==> src/rtl/risc_v_mike_lsu.sv <==
// Load/store unit: one request/grant/rvalid transaction per accepted op, with lane
// steering of byte enables and store data, and sign/zero extension of load data.
module risc_v_mike_lsu #(
    parameter int DATA_W = 32,
    parameter int ADDR_W = 32
) (
    input  logic              clk,
    input  logic              rst,
    input  logic              req_valid,
    output logic              req_ready,
    input  logic              req_we,
    input  logic [2:0]        req_funct3,
    input  logic [ADDR_W-1:0] req_addr,
    input  logic [DATA_W-1:0] req_wdata,
    input  logic [4:0]        req_rd,
    output logic              mem_req,
    output logic [ADDR_W-1:0] mem_addr,
    output logic              mem_we,
    output logic [3:0]        mem_be,
    output logic [DATA_W-1:0] mem_wdata,
    input  logic              mem_gnt,
    input  logic              mem_rvalid,
    input  logic [DATA_W-1:0] mem_rdata,
    output logic              rsp_valid,
    output logic [DATA_W-1:0] rsp_data,
    output logic [4:0]        rsp_rd,
    output logic              rsp_err,
    output logic              busy
);

    typedef enum logic [1:0] {IDLE, REQ, WAIT, RESP} state_t;

    state_t              state_q, state_d;
    logic                we_q;
    logic [2:0]          funct3_q;
    logic [1:0]          lane_q;
    logic [ADDR_W-1:0]   mem_addr_q;
    logic [3:0]          mem_be_q;
    logic [DATA_W-1:0]   mem_wdata_q;
    logic [DATA_W-1:0]   rsp_data_q;
    logic [4:0]          rsp_rd_q;
    logic                rsp_err_q;
    logic                accept;
    logic                req_ok;

    // Size comes from funct3[1:0]; funct3[2] marks unsigned loads and is illegal on stores.
    function automatic logic access_ok(input logic we, input logic [2:0] f3, input logic [1:0] a);
        logic legal;
        if (we) legal = !f3[2] && (f3[1:0] != 2'b11);
        else    legal = (f3[1:0] != 2'b11) && !(f3[2] && f3[1]);
        case (f3[1:0])
            2'b01:   return legal && !a[0];
            2'b10:   return legal && (a == 2'b00);
            default: return legal;
        endcase
    endfunction

    function automatic logic [3:0] byte_en(input logic [1:0] size, input logic [1:0] a);
        case (size)
            2'b00:   return 4'b0001 << a;
            2'b01:   return a[1] ? 4'b1100 : 4'b0011;
            default: return 4'b1111;
        endcase
    endfunction

    function automatic logic [DATA_W-1:0] store_data(input logic [1:0] size, input logic [DATA_W-1:0] w);
        case (size)
            2'b00:   return {4{w[7:0]}};
            2'b01:   return {2{w[15:0]}};
            default: return w;
        endcase
    endfunction

    function automatic logic [DATA_W-1:0] load_ext(input logic [2:0] f3, input logic [1:0] a,
                                                  input logic [DATA_W-1:0] rdata);
        logic [DATA_W-1:0] sh;
        sh = rdata >> {a, 3'b000};
        case (f3)
            3'b000:  return {{24{sh[7]}}, sh[7:0]};
            3'b001:  return {{16{sh[15]}}, sh[15:0]};
            3'b100:  return {24'd0, sh[7:0]};
            3'b101:  return {16'd0, sh[15:0]};
            default: return sh;
        endcase
    endfunction

    assign accept = (state_q == IDLE) && req_valid;
    assign req_ok = access_ok(req_we, req_funct3, req_addr[1:0]);

    always_ff @(posedge clk) begin
        if (rst) state_q <= IDLE;
        else     state_q <= state_d;
    end

    always_comb begin
        state_d = state_q;
        case (state_q)
            IDLE: if (req_valid)  state_d = req_ok ? REQ : RESP;
            REQ:  if (mem_gnt)    state_d = we_q ? RESP : WAIT;
            WAIT: if (mem_rvalid) state_d = RESP;
            RESP:                 state_d = IDLE;
            default:              state_d = IDLE;
        endcase
    end

    always_comb begin
        req_ready = (state_q == IDLE);
        mem_req   = (state_q == REQ);
        mem_we    = (state_q == REQ) && we_q;
        rsp_valid = (state_q == RESP);
        busy      = (state_q != IDLE);
    end

    // Memory-side fields only move on a legal accept, so rejected ops never disturb the bus.
    always_ff @(posedge clk) begin
        if (rst) begin
            we_q        <= 1'b0;
            funct3_q    <= 3'b000;
            lane_q      <= 2'b00;
            mem_addr_q  <= '0;
            mem_be_q    <= 4'b0000;
            mem_wdata_q <= '0;
            rsp_data_q  <= '0;
            rsp_rd_q    <= 5'd0;
            rsp_err_q   <= 1'b0;
        end else begin
            if (accept) begin
                rsp_data_q <= '0;
                rsp_rd_q   <= req_rd;
                rsp_err_q  <= !req_ok;
                if (req_ok) begin
                    we_q        <= req_we;
                    funct3_q    <= req_funct3;
                    lane_q      <= req_addr[1:0];
                    mem_addr_q  <= {req_addr[ADDR_W-1:2], 2'b00};
                    mem_be_q    <= byte_en(req_funct3[1:0], req_addr[1:0]);
                    mem_wdata_q <= store_data(req_funct3[1:0], req_wdata);
                end
            end
            if ((state_q == WAIT) && mem_rvalid)
                rsp_data_q <= load_ext(funct3_q, lane_q, mem_rdata);
        end
    end

    assign mem_addr  = mem_addr_q;
    assign mem_be    = mem_be_q;
    assign mem_wdata = mem_wdata_q;
    assign rsp_data  = rsp_data_q;
    assign rsp_rd    = rsp_rd_q;
    assign rsp_err   = rsp_err_q;

endmodule

==> config.mk <==
export PLATFORM = sky130hd
export DESIGN_NAME = risc_v_mike_lsu
export DESIGN_NICKNAME = d
export VERILOG_FILES = /design/src/rtl/risc_v_mike_lsu.sv
export SDC_FILE = /design/constraint.sdc
export NUM_CORES = 1
export LEC_CHECK = 0
export BUFFER_PORTS_ARGS = -buffer_cell sky130_fd_sc_hd__clkbuf_2
export CAP_MARGIN = 40
export CELL_PAD_IN_SITES_DETAIL_PLACEMENT = 0
export CELL_PAD_IN_SITES_GLOBAL_PLACEMENT = 2
export CORE_UTILIZATION = 28
export CTS_CLUSTER_DIAMETER = 80
export DETAILED_ROUTE_END_ITERATION = 12
export GPL_ROUTABILITY_DRIVEN = 0
export PLACE_DENSITY = 0.93
export SLEW_MARGIN = 20
export SYNTH_ARGS = -nofsm -noshare
export SYNTH_HDL_FRONTEND = slang
export SYNTH_SLANG_ARGS = --single-unit
==> constraint.sdc <==
create_clock -name clk -period 5.4 [get_ports clk]
set_clock_uncertainty 0.1 [all_clocks]
set_input_delay 1.08 -clock clk [delete_from_list [all_inputs] [get_ports clk]]
set_output_delay 1.08 -clock clk [all_outputs]
set_load 0.02 [all_outputs]
==> out/metrics.csv, run 1 <==
stage,metric,value,unit
logic_synthesis,Yosys warnings,0,
power,Tot Pwr,2.45,mW
logic_synthesis,async set-reset flop share out of synthesis,0,
placed_design,port buffer count,218,
floorplanning,full die area,18200,sq um
placed_design,hpwl dp,11400,um
sta,setup_tns,0,ps
finish,non-filler instance count after layout,986,
grt,initial antenna violation count,0,
routing,Post-route DRC,0,
clocking,Worst-Skew Late Latency,350,ps
logic_synthesis,share of the synthesized area in the top cell type,0.454,
floorplanning,Die H,135,um
grt,largest net degree at the start of global routing,67,
grt,met3 track demand over resource,0.0608,
worst_hold_path,Hold WC Path Type,register to register,
logic_synthesis,Post-synth EDFFs,0,
power,Pwr per Cell Area,380,nW/um^2
sta,normalized max-slew margin,0.474,
logic_synthesis,Post-Synthesis Cells,565,
clocking,Clock Pin Slew Worst Setup and Hold Paths,70,ps
finish,"Core Util, Final",0.374,
logic_synthesis,area of the mapped netlist,4940,sq um
logic_synthesis,Synth cell types,43,
clocking,Clock Path Buffers,2,
critical_path,maximum net fanout on the critical path,54,
critical_path,CP endpoint kind,register,
floorplanning,row count,48,
critical_path,"Buf+Inv Stages, Crit Path",3,
placed_design,dpl cells,969,
sta,unrepaired setup endpoints after global routing,no,
sta,Fin. Hold Viols,0,
routing,initial DRC count,186,
grt,busiest grt layer,met2,
critical_path,WP data required,5570,ps
floorplanning,Starting Density,0.286,
critical_path,worst-path cell chain,"clkbuf_2, inv_1, ha_1, a21o_1, a2111oi_4, buf_4, nor2_1, a311oi_1",
clocking,CTS Hold Bufs,0,
finish,antenna cells,0,
logic_synthesis,prevailing post-synth register cell,dfxtp_1,
logic_synthesis,Synth Register Bits,112,
sta,Setup-failing EPs final,0,
floorplanning,Core Box Area,17200,sq um
sta,fin. max-slew vios,0,
clocking,"Gates resized, CTS repair",0,
finish,fillers,1868,
clocking,H-tree depth,3,
routing,ANT nets after route,0,
finish,share of cells above drive strength 1,0.355,
floorplanning,io pins,221,
sta,Max Fclk,357,MHz
grt,GRT Util Overall,0.168,
finish,register area,2240,sq um
routing,Via Count,4754,
routing,Via density,4.82,
critical_path,Crit path max-delay family,compound AO/OA/AOI/OAI gates,
routing,1st-pass router iterations,4,
clocking,post-CTS setup buffer count,0,
grt,GRT overflow,0,
grt,first-pass GRT wire length,23800,um
grt,vias in the first global route,4411,
finish,layout overhead on the synthesized area,30.7,%
critical_path,Crit Path Category,input port to register,
critical_path,crit-path max cell delay,530,ps
routing,Post-Route WL,15600,um
logic_synthesis,sequential fraction of the synthesis area,0.454,
routing,wire per inst,15.9,um
power,Peak VDD IR,0.198,mV
finish,Multi-input gate area,2420,sq um
logic_synthesis,"area leader, netlist",dfxtp_1,
sta,WHS,352,ps
sta,period utilization,0.519,
clocking,CTS tree,built,
clocking,total CTS buffers,9,
grt,met2 GRT Util,0.277,
critical_path,CP max stage cell,buf_4,
sta,Final Critical Period,2800,ps
logic_synthesis,dominant cells by area after synthesis,"dfxtp_1, nand2_1, a21oi_1",
power,leakage,2.76,nW
critical_path,CP Launch Type,input port,
clocking,clock sink total,112,
sta,Slew @ Worst Pin,788,ps
clocking,Root Driver,clkbuf_16,
finish,nets,875,
logic_synthesis,Syn Area/Cell,8.74,sq um
floorplanning,die width,135,um
critical_path,Worst EP arrival,2970,ps
grt,global routing usage on met1,0.211,
job,maximum capacitance violations,0,
outcome,status,completed,
## flip-flops by register name (all words and copies together) (netlist names)
signal     count
funct3_q       3
lane_q         2
mem_addr      30
mem_be         4
mem_wdata     32
rsp_data      32
rsp_err        1
rsp_rd         5
state_q        2
we_q           1
## cell usage after synthesis (all sizes together) (7+ instances only)
library cell and instances:
a211oi 19, a21oi 68, a22o 16, a22oi 23, a311oi 11, buf 22, clkbuf 25, dfxtp 112
ha 9, inv 9, mux2 9, mux2i 12, mux4 7, nand2 118, nor2 44, nor3 11
o21ai 26
## cell families after synthesis
kind of cell | share of synthesized area
muxes | 0.0768
AOI/OAI and AO/OA | 0.238
DFF | 0.454
buffers and inverters | 0.0560
xor gates and xnor gates | 0.00177
adders and majority gates | 0.0228
and+or+nand+nor | 0.150
other | 0.000760
## placed cells by master, fill, tap and decap left out, drive strengths merged
| master | netlist | routed |
|---|---|---|
| a2111o | 1 | 1 |
| a2111oi | 1 | 1 |
| a211o | 1 | 1 |
| a211oi | 19 | 19 |
| a21o | 1 | 1 |
| a21oi | 68 | 68 |
| a221o | 1 | 1 |
| a22o | 16 | 16 |
| a22oi | 23 | 23 |
| a2bb2oi | 1 | 1 |
| a311oi | 11 | 11 |
| and2 | 3 | 3 |
| and4b | 1 | 1 |
| buf | 22 | 8 |
| bufinv | 0 | 1 |
| clkbuf | 25 | 229 |
| clkinv | 1 | 4 |
| conb | 1 | 2 |
| dfxtp | 112 | 112 |
| ha | 9 | 9 |
| inv | 9 | 10 |
| mux2 | 9 | 9 |
| mux2i | 12 | 12 |
| mux4 | 7 | 7 |
| nand2 | 118 | 118 |
| nand2b | 2 | 2 |
| nand3b | 1 | 1 |
| nor2 | 44 | 44 |
| nor2b | 2 | 2 |
| nor3 | 11 | 11 |
| nor4 | 1 | 1 |
| o211ai | 1 | 1 |
| o21a | 1 | 1 |
| o21ai | 26 | 26 |
| o221ai | 1 | 1 |
| o31ai | 1 | 1 |
| or3 | 1 | 1 |
| xor2 | 1 | 1 |
## report_power, final
part | switching [mW] | leakage [nW] | internal [mW]
clock | 0.311 | 0.150 | 0.373
combinational | 0.501 | 1.70 | 0.272
sequential | 0.0643 | 0.911 | 0.927
## final timing paths
| path | start | to | slack [ps] | cells after the start |
|---|---|---|---|---|
| worst max-delay path | req_funct3[0] | mem_wdata[19] | 2600 | 8 |
| worst max register to register | state_q[1] | mem_wdata[19] | 3000 | 7 |
| worst min register to register | we_q | we_q | 350 | 2 |
| worst min-delay path | we_q | we_q | 350 | 2 |
## metal layers
layer | share of wire | vias up
li1 | - | 2363
met1 | 0.44 | 2199
met2 | 0.47 | 184
met3 | 0.085 | 8
met4 | 0.0084 | 0
met5 | 0 | -
## final cells by class
cell class / count / share of cell area
sequential: 112 / 0.348
inverter: 10 / 0.00582
tap: 225 / 0.0436
clock buffer: 11 / 0.0376
multi-input combinational: 397 / 0.376
clock inverter: 5 / 0.00834
timing repair buffer: 226 / 0.181
## metrics by stage
stage | setup slack [ps] | cell area, sq um
floorplan | 2730 | 4940
global placement | 2170 | 6120
detailed placement | 2250 | 6150
CTS | 2630 | 6440
global route | 2440 | 6450
finish | 2600 | 6450
## worst reg2reg max path: stages (launching register included)
cell and delay, ps:
dfxtp_1 360, inv_1 110, ha_1 210, nand2_1 260, a2111oi_4 370, buf_4 530, nor2_1 130, a311oi_1 240
No activity file was read; power rests on OpenSTA's default activity.
==> run 2, diff against run 1 <==
--- a/config.mk
+++ b/config.mk
@@ -9,11 +9,11 @@
 export CAP_MARGIN = 40
 export CELL_PAD_IN_SITES_DETAIL_PLACEMENT = 0
 export CELL_PAD_IN_SITES_GLOBAL_PLACEMENT = 2
-export CORE_UTILIZATION = 28
+export CORE_UTILIZATION = 24
 export CTS_CLUSTER_DIAMETER = 80
 export DETAILED_ROUTE_END_ITERATION = 12
 export GPL_ROUTABILITY_DRIVEN = 0
-export PLACE_DENSITY = 0.93
+export PLACE_DENSITY = 0.85
 export SLEW_MARGIN = 20
 export SYNTH_ARGS = -nofsm -noshare
 export SYNTH_HDL_FRONTEND = slang
==> constraint.sdc (replaced) <==
create_clock -name clk -period 2.5 [get_ports clk]
set_clock_uncertainty 0.1 [all_clocks]
set_input_delay 0.5 -clock clk [delete_from_list [all_inputs] [get_ports clk]]
set_output_delay 0.5 -clock clk [all_outputs]
set_load 0.02 [all_outputs]
==> out/metrics.csv, run 2 (synthesis results as in run 1) <==
stage,metric,value,unit,change
outcome,status,completed,,unchanged
grt,initial antenna violation count,0,,unchanged
finish,antenna cells,0,,unchanged
job,maximum capacitance violations,0,,unchanged
floorplanning,die width,145,um,was 135 um
power,Pint,3.64,mW,was 1.57 mW
clocking,Clock Path Buffers,2,,unchanged
floorplanning,Starting Density,0.245,,was 0.286
routing,wire per inst,15.9,um,about the same
sta,period utilization,0.837,,
routing,ANT nets after route,0,,unchanged
finish,non-filler instance count after layout,1040,,was 986
routing,Post-route DRC,0,,unchanged
critical_path,CP Launch Type,register,,was input port
placed_design,dpl cells,1024,,was 969
sta,Max Fclk,478,MHz,
routing,1st-pass router iterations,4,,unchanged
power,part of the power in combinational logic,0.311,,was 0.316
critical_path,maximum net fanout on the critical path,67,,was 54
finish,"commonest cells after routing, fill and taps aside","clkbuf_2, nand2_1, dfxtp_1",,unchanged
clocking,Clock Pin Slew Worst Setup and Hold Paths,80,ps,was 70 ps
placed_design,port buffer count,218,,unchanged
floorplanning,full die area,21100,sq um,was 18200 sq um
critical_path,crit-path max cell delay,390,ps,was 530 ps
clocking,total CTS buffers,9,,unchanged
grt,vias in the first global route,4477,,was 4411
power,leakage,2.83,nW,was 2.76 nW
clocking,post-CTS setup buffer count,0,,unchanged
grt,GRT overflow,0,,unchanged
clocking,"Gates resized, CTS repair",0,,unchanged
worst_hold_path,Hold WC Path Type,input port to register,,was register to register
grt,largest net degree at the start of global routing,82,,was 67
grt,GRT Util Overall,0.155,,was 0.168
grt,first-pass GRT wire length,25700,um,was 23800 um
floorplanning,io pins,221,,unchanged
floorplanning,Die H,145,um,was 135 um
placed_design,placement-stage cell area,6310,sq um,was 6150 sq um
power,Net Sw Power,1.96,mW,was 0.876 mW
finish,"commonest non-fill, non-tap cell in the layout",clkbuf_2,,unchanged
clocking,CTS tree,built,,unchanged
power,Clock Power Share,0.308,,was 0.279
finish,"Core Util, Final",0.330,,was 0.374
clocking,H-tree depth,3,,unchanged
power,Sw Ratio,0.350,,was 0.358
sta,fin. max-slew vios,0,,unchanged
power,Pwr per Cell Area,841,nW/um^2,was 380 nW/um^2
sta,unrepaired setup endpoints after global routing,no,,unchanged
finish,layout overhead on the synthesized area,35.0,%,was 30.7%
clocking,Root Driver,clkbuf_16,,unchanged
power,register share of total power,0.381,,was 0.405
clocking,clock sink total,112,,unchanged
sta,Slew @ Worst Pin,729,ps,was 788 ps
critical_path,worst-path cell chain,"inv_1, ha_1, nand2_1, a2111oi_4, buf_12, nor2_1, a311oi_1",,"was clkbuf_2, inv_1, ha_1, a21o_1, a2111oi_4, buf_4, nor2_1, a311oi_1"
finish,Final Instance Area,6660,sq um,was 6450 sq um
routing,Via Count,4738,,was 4754
floorplanning,Core Box Area,20200,sq um,was 17200 sq um
finish,nets,884,,was 875
sta,Final Critical Period,2090,ps,
power,Tot Pwr,5.60,mW,was 2.45 mW
power,Peak VDD IR,0.335,mV,was 0.198 mV
routing,Via density,4.56,,was 4.82
sta,Fin. Hold Viols,0,,unchanged
critical_path,Worst EP arrival,2260,ps,was 2970 ps
floorplanning,row count,52,,was 48
routing,Post-Route WL,16500,um,was 15600 um
sta,setup_tns,0,ps,unchanged
sta,normalized max-slew margin,0.514,,was 0.474
critical_path,WP data required,2670,ps,was 5570 ps
clocking,Worst-Skew Late Latency,360,ps,was 350 ps
critical_path,Crit Path Category,register to register,,was input port to register
sta,Setup-failing EPs final,0,,unchanged
critical_path,CP max stage cell,a2111oi_4,,was buf_4
placed_design,hpwl dp,12000,um,was 11400 um
routing,initial DRC count,175,,was 186
critical_path,CP endpoint kind,register,,unchanged
finish,share of cells above drive strength 1,0.362,,was 0.355
clocking,CTS Hold Bufs,0,,unchanged
-- run 2: metal layers --
| layer | wire length [um] | up-vias | GRT usage | share of wire |
|---|---|---|---|---|
| met5 | 0 | - | 0 | 0 |
| met4 | 261 | 0 | 0.0495 | 0.016 |
| met3 | 1140 | 16 | 0.0429 | 0.069 |
| met2 | 7360 | 168 | 0.238 | 0.45 |
| met1 | 7740 | 2172 | 0.208 | 0.47 |
| li1 | - | 2382 | - | - |
-- run 2: area by class of cell --
cell class,count,area [sq um]
fill,2212,13500
clock buffer,10,239
clock inverter,6,113
inverter,10,37.5
timing repair buffer,235,1270
sequential,112,2240
tap,270,338
multi-input combinational,397,2420
-- run 2: power groups by stage --
stage / Clock [mW] / Sequential, mW / Combinational, mW
2_1_floorplan: 0 / 2.38 / 0.924
5_1_grt: 1.84 / 2.16 / 1.92
3_3_place_gp: 0 / 2.17 / 1.76
3_5_place_dp: 0 / 2.18 / 1.77
4_1_cts: 1.79 / 2.14 / 1.77
6_report: 1.73 / 2.13 / 1.74
-- run 2: metrics by stage --
stage | hold WS (ps) | setup slack, ps
floorplan | 332 | 411
global placement | 342 | 155
detailed placement | 346 | 93.9
CTS | 236 | 374
global route | 249 | 150
finish | 251 | 409
-- run 2: final timing paths --
check,from,endpoint,slack (ps),cells after the start
setup reg to reg,state_q[0],mem_wdata[23],410,7
hold / removal,req_addr[11],mem_addr[11],250,3
setup / recovery,state_q[0],mem_wdata[23],410,7
hold reg to reg,mem_addr[25],mem_addr[25],360,2
-- run 2: worst max-delay path, delay by kind of cell, from the launching register on --
family	cells	cell delay, ps
adder cells (fa/ha/maj)	1	220
flip-flops	1	350
AND/OR/NAND/NOR	2	230
AO/OA/AOI/OAI	2	630
buffers and inverters	2	440
